## src/rtl/mii_mac_pkg.sv

```systemverilog
// Shared constants and types for the MII MAC transmit path.
package mii_mac_pkg;

    // Ethernet preamble filler byte and start-of-frame delimiter.
    localparam logic [7:0] PREAMBLE_BYTE = 8'h55;
    localparam logic [7:0] SFD_BYTE      = 8'hD5;

    // Standard framing: 7 preamble bytes and a 12-byte inter-frame gap.
    localparam int DEFAULT_PREAMBLE_LEN = 7;
    localparam int DEFAULT_IFG_BYTES    = 12;

    // Frame-level phases of the preamble/SFD inserter.
    typedef enum logic [2:0] {
        S_IDLE     = 3'd0,
        S_PREAMBLE = 3'd1,
        S_SFD      = 3'd2,
        S_DATA     = 3'd3,
        S_IFG      = 3'd4
    } prepend_preamble_state_t;

endpackage

```

## src/rtl/prepend_preamble.sv

```systemverilog
// Prepends PREAMBLE_LEN x 0x55 plus the 0xD5 SFD to each frame, forwards
// the frame bytes with one cycle of latency, then holds off upstream for
// IFG_BYTES ready cycles of idle after the last byte.
//
// Handshake: a byte moves on either side on a rising clock edge where that
// side's tvalid and tready are both high. Once maxis_tvalid is raised, the
// output byte and its flags hold until it is taken. The upstream byte that
// starts a frame is only observed, not consumed, until the SFD has gone out.
//
// When the gap ends on a cycle where the next frame is already waiting (or
// when IFG_BYTES is 0 and the next frame waits at the last-byte transfer),
// the first preamble byte is loaded on that same edge, so back-to-back frames
// are separated by exactly IFG_BYTES idle slots.
module prepend_preamble
    import mii_mac_pkg::*;
#(
    parameter int PREAMBLE_LEN = DEFAULT_PREAMBLE_LEN,
    parameter int IFG_BYTES    = DEFAULT_IFG_BYTES
) (
    input  logic                    clock,
    input  logic                    reset,
    input  logic [7:0]              saxis_tdata,
    input  logic                    saxis_tvalid,
    output logic                    saxis_tready,
    input  logic                    saxis_tlast,
    input  logic                    saxis_tuser,
    output logic [7:0]              maxis_tdata,
    output logic                    maxis_tvalid,
    input  logic                    maxis_tready,
    output logic                    maxis_tlast,
    output logic                    maxis_tuser,
    output prepend_preamble_state_t fsm_state
);

    // Counter value at which the final preamble byte is being transferred.
    localparam logic [3:0] PRE_LAST = 4'(PREAMBLE_LEN - 1);
    localparam logic [7:0] IFG_INIT = 8'(IFG_BYTES);
    localparam bit         IFG_NONE = (IFG_BYTES == 0);

    prepend_preamble_state_t state_q, state_d;

    // Output register.
    logic [7:0] data_q, data_d;
    logic       valid_q, valid_d;
    logic       last_q, last_d;
    logic       user_q, user_d;

    // Preamble bytes already transferred, and remaining idle gap slots.
    logic [3:0] pre_cnt_q, pre_cnt_d;
    logic [7:0] ifg_cnt_q, ifg_cnt_d;

    logic out_xfer;
    logic held_last;
    logic ifg_done;
    logic accept;
    logic start;

    assign out_xfer  = valid_q && maxis_tready;
    assign held_last = valid_q && last_q;
    // The gap is over on the ready cycle that consumes its final slot.
    assign ifg_done  = maxis_tready && (ifg_cnt_q <= 8'd1);

    // State register.
    always_ff @(posedge clock or posedge reset) begin
        if (reset) begin
            state_q <= S_IDLE;
        end else begin
            state_q <= state_d;
        end
    end

    // Next-state logic: advance on output transfers and gap completion.
    always_comb begin
        state_d = state_q;
        case (state_q)
            S_IDLE: begin
                if (saxis_tvalid) begin
                    state_d = S_PREAMBLE;
                end
            end
            S_PREAMBLE: begin
                if (out_xfer && (pre_cnt_q == PRE_LAST)) begin
                    state_d = S_SFD;
                end
            end
            S_SFD: begin
                if (out_xfer) begin
                    state_d = S_DATA;
                end
            end
            S_DATA: begin
                if (out_xfer && last_q) begin
                    if (IFG_NONE) begin
                        state_d = saxis_tvalid ? S_PREAMBLE : S_IDLE;
                    end else begin
                        state_d = S_IFG;
                    end
                end
            end
            S_IFG: begin
                if (ifg_done) begin
                    state_d = saxis_tvalid ? S_PREAMBLE : S_IDLE;
                end
            end
            default: begin
                state_d = S_IDLE;
            end
        endcase
    end

    // Output logic: upstream ready plus next output-register and counter values.
    always_comb begin
        accept    = 1'b0;
        start     = 1'b0;
        data_d    = data_q;
        valid_d   = valid_q;
        last_d    = last_q;
        user_d    = user_q;
        pre_cnt_d = pre_cnt_q;
        ifg_cnt_d = ifg_cnt_q;
        case (state_q)
            S_IDLE: begin
                start = saxis_tvalid;
            end
            S_PREAMBLE: begin
                if (out_xfer) begin
                    pre_cnt_d = pre_cnt_q + 4'd1;
                    data_d    = (pre_cnt_q == PRE_LAST) ? SFD_BYTE : PREAMBLE_BYTE;
                end
            end
            S_SFD: begin
                // The register empties so the first frame byte can be fetched.
                if (out_xfer) begin
                    valid_d = 1'b0;
                end
            end
            S_DATA: begin
                // A held last byte blocks the next frame's first byte.
                accept = (!valid_q || maxis_tready) && !held_last;
                if (saxis_tvalid && accept) begin
                    data_d  = saxis_tdata;
                    last_d  = saxis_tlast;
                    user_d  = saxis_tuser;
                    valid_d = 1'b1;
                end else if (out_xfer) begin
                    valid_d = 1'b0;
                    last_d  = 1'b0;
                    user_d  = 1'b0;
                    if (last_q) begin
                        ifg_cnt_d = IFG_INIT;
                        start     = IFG_NONE && saxis_tvalid;
                    end
                end
            end
            S_IFG: begin
                if (maxis_tready) begin
                    if (ifg_cnt_q != 8'd0) begin
                        ifg_cnt_d = ifg_cnt_q - 8'd1;
                    end
                    start = ifg_done && saxis_tvalid;
                end
            end
            default: begin
                valid_d = 1'b0;
            end
        endcase
        // Every frame opens with a clean preamble byte and a cleared counter.
        if (start) begin
            data_d    = PREAMBLE_BYTE;
            valid_d   = 1'b1;
            last_d    = 1'b0;
            user_d    = 1'b0;
            pre_cnt_d = 4'd0;
        end
    end

    // Output register and counters; reset abandons any frame in flight.
    always_ff @(posedge clock or posedge reset) begin
        if (reset) begin
            data_q    <= 8'h00;
            valid_q   <= 1'b0;
            last_q    <= 1'b0;
            user_q    <= 1'b0;
            pre_cnt_q <= 4'd0;
            ifg_cnt_q <= 8'd0;
        end else begin
            data_q    <= data_d;
            valid_q   <= valid_d;
            last_q    <= last_d;
            user_q    <= user_d;
            pre_cnt_q <= pre_cnt_d;
            ifg_cnt_q <= ifg_cnt_d;
        end
    end

    assign saxis_tready = accept;
    assign maxis_tdata  = data_q;
    assign maxis_tvalid = valid_q;
    assign maxis_tlast  = last_q;
    assign maxis_tuser  = user_q;
    assign fsm_state    = state_q;

endmodule

```

## config.mk

```make
export PLATFORM = sky130hd
export DESIGN_NAME = prepend_preamble
export DESIGN_NICKNAME = d
export VERILOG_FILES = /design/src/rtl/mii_mac_pkg.sv /design/src/rtl/prepend_preamble.sv
export SDC_FILE = /design/constraint.sdc
export NUM_CORES = 1
export LEC_CHECK = 0
export CAP_MARGIN = 20
export CORE_UTILIZATION = 63
export CTS_BUF_LIST = sky130_fd_sc_hd__clkbuf_4
export DETAILED_ROUTE_END_ITERATION = 8
export DONT_BUFFER_PORTS = 1
export PLACE_DENSITY = 0.87
export SLEW_MARGIN = 20
export SYNTH_ARGS = -nofsm -noshare
export SYNTH_HDL_FRONTEND = slang
export SYNTH_SLANG_ARGS = --single-unit
```

## constraint.sdc

```tcl
create_clock -name clock -period 3.07 [get_ports clock]
set_clock_uncertainty 0.15 [all_clocks]
set_input_delay 0.921 -clock clock [delete_from_list [all_inputs] [get_ports clock]]
set_output_delay 0.921 -clock clock [all_outputs]
set_load 0.02 [all_outputs]
```

==> impl_metrics.ini <==
[outcome]
status = finished, final reports clean

[power]
clkPwrFrac = 0.142
power_per_cell_area_mw_per_mm2 = 682.7
power.static_leakage_nw = 0.6482
p_seq_frac = 0.485
comb_power_share = 0.373
peakVddDrop_uv = 481.9
internal_power_mw = 0.5969
totalPowerFinal_mw = 1.002
netSwitchingPower_mw = 0.4051
netSwitchingFraction = 0.4043

[worst_setup_path]
r2r-start = ifg_cnt_q[4]
critPathKind = reg2out
cp.arrival_ns = 1.46
r2r_slack_ns = 0.86
reg2regPathDepth = 4
critPathLaunchType = register
crit_path_end = saxis_tready
rr_endpoint = maxis_tdata[4]
cp.required_ns = 2.00
worstPathMaxFanout = 10
setup.worst_path.start = fsm_state[2]
end_kind = output pin

[placed_design]
port_buffers = 0
place_congestion = 0.7593
dp.cells = 168
hpwl_mm = 2.015

[timing]
setup_violations = 0
period_share = 0.8233
min_period_ns = 2.528
slew_headroom = 0.6034
slew_viol_final = 0
grt_setup_unrepaired = false
max_slew.worst_pin.slew_ns = 0.5923
fmax_mhz = 395.6
timing.setup.tns_ns = 0
finalHoldViolCount = 0

[yosys]
avgSynthCellArea_sq_um = 9.758
yosysWarnings = 0
synth_cells = 144
ys.flop_type = dfrtp_1
synth_edf_count = 0
synthArstFlopShare = 1.000
seq_area_frac_synth = 0.4630
syn_area_sq_mm = 0.001405
yosys.cell_types.count = 43
synth_nets = 162
ys_seq_elements = 26

[global_route]
grt_use_total = 0.2527
antenna_found_initial = 0
grt_pass1_vias = 1098
grt_max_degree = 27
grt_pass1_wl_mm = 4.692
overflow = 0

[floorplan]
die_h_um = 49.23
die-width_um = 49.23
core_sq_mm = 0.002022
rows = 16
initial_utilization = 0.6949
dieArea_sq_mm = 0.002423
num_io_pins = 29

[final_layout]
diodes = 0
area.growth.synth_to_final_pct = 4.453
final_common_cell = dfrtp_1
final_cell_mix = dfrtp_1 (26), nor2_1 (13), o21ai_0 (11)
final-instance-count-excl-fill = 172
fin_nets = 164
drive_gt1_frac = 0.09655
fin_util = 0.7259

[cts]
clk_latency_ns = 0.31
cts.clk_slew.worst_paths_ns = 0.13
clock_path_buffers = 2
cts_max_level = 1
cts_resized = 0
cts-hold-fix-buffers = 0
cts_made_buffers = 3
cts_tree = built
cts.sinks = 26
postCtsSetupRepairBufs = 0
cts-root-buf = clkbuf_4

[routing]
drt_iter0_drc = 39
ant_nets = 0
vias = 1104
totalWireLength_mm = 2.693
firstDrtPassIters = 4
drcViolationCount = 0
wl_per_cell_um = 15.66
viasPerCell = 6.419

[min_path]
hold_path_class = in2async

[run]
cap_violations = 0
[Yosys cell counts, drive strengths merged, types with 2 or more instances]
library cell / instances / area share
clkbuf: 6 / 0.016
nand2b: 2 / 0.0089
o211a: 2 / 0.014
a21oi: 5 / 0.026
xor2: 3 / 0.019
dfrtp: 26 / 0.46
nor2: 13 / 0.035
inv: 8 / 0.021
nand3b: 3 / 0.016
or4: 4 / 0.021
or3: 4 / 0.021
o21ai: 11 / 0.039
ha: 4 / 0.036
o31ai: 2 / 0.011
a22oi: 3 / 0.016
nand2: 9 / 0.024
nor2b: 2 / 0.0089
nand3: 6 / 0.021
a211oi: 2 / 0.011
o211ai: 5 / 0.037
and3: 2 / 0.0089
o22a: 4 / 0.025
[critical path: stages, from the launching register on]
cell     delay, ns
dfrtp_1       0.40
and3b_1       0.43
o21a_1        0.31
[cells by family (layout without fill, tap and decap cells)]
kind of cell | after synthesis | in the layout | share of synthesized area
simple gates | 54 | 54 | 0.2155
fa+ha+maj | 4 | 4 | 0.03562
flops | 26 | 26 | 0.4630
buf+inv | 15 | 16 | 0.04096
xor+xnor | 4 | 4 | 0.02494
mux | 1 | 1 | 0.008014
compound gates | 40 | 40 | 0.2119
[layout make-up]
class	count	area, sq um
multi-input cells	103	696.9
flip-flops and latches	26	650.6
fillers	155	554.3
well taps	27	33.78
repair buffers	4	30.03
inverters	8	30.03
clock buffers	3	22.52
clock inverters	1	3.754
[worst min path at each step]
stage / startpoint / to / slack [ns] / depth (start not counted)
finish: reset / ifg_cnt_q[4] / 0.37 / 2
global route: reset / maxis_tdata[6] / 0.41 / 2
CTS: reset / maxis_tdata[7] / 0.38 / 2
detailed placement: pre_cnt_q[3] / pre_cnt_q[3] / 0.37 / 2
global placement: ifg_cnt_q[1] / ifg_cnt_q[1] / 0.36 / 2
floorplan: ifg_cnt_q[1] / ifg_cnt_q[1] / 0.34 / 2
[registers in the layout, summed over array words and instances, names as in the netlist]
signal,cells
ifg_cnt_q,8
maxis_tdata,8
pre_cnt_q,4
fsm_state,3
maxis_tlast,1
maxis_tuser,1
maxis_tvalid,1
[power groups by stage]
stage	Sequential (mW)	Clock (mW)	Combinational (mW)
2_1_floorplan	0.492	0	0.292
3_3_place_gp	0.485	0	0.360
3_5_place_dp	0.492	0	0.373
4_1_cts	0.485	0.148	0.375
5_1_grt	0.495	0.159	0.413
6_report	0.486	0.142	0.374
[per-layer routing]
layer	vias to the layer above	share of wire	global-route usage
li1	532	-	-
met1	529	0.43	0.3106
met2	35	0.51	0.4315
met3	8	0.050	0.05607
met4	0	0.010	0.09314
met5	-	0	0
[through the flow]
step	hold WS [ns]	area, sq um	setup WS [ns]
after floorplan	0.3383	1405	0.5965
after global placement	0.3576	1441	0.6296
after detailed placement	0.3743	1441	0.6215
after CTS	0.3808	1468	0.5186
after global routing	0.4067	1468	0.4713
final	0.3746	1468	0.5424
(Power assumes the default switching activity.)
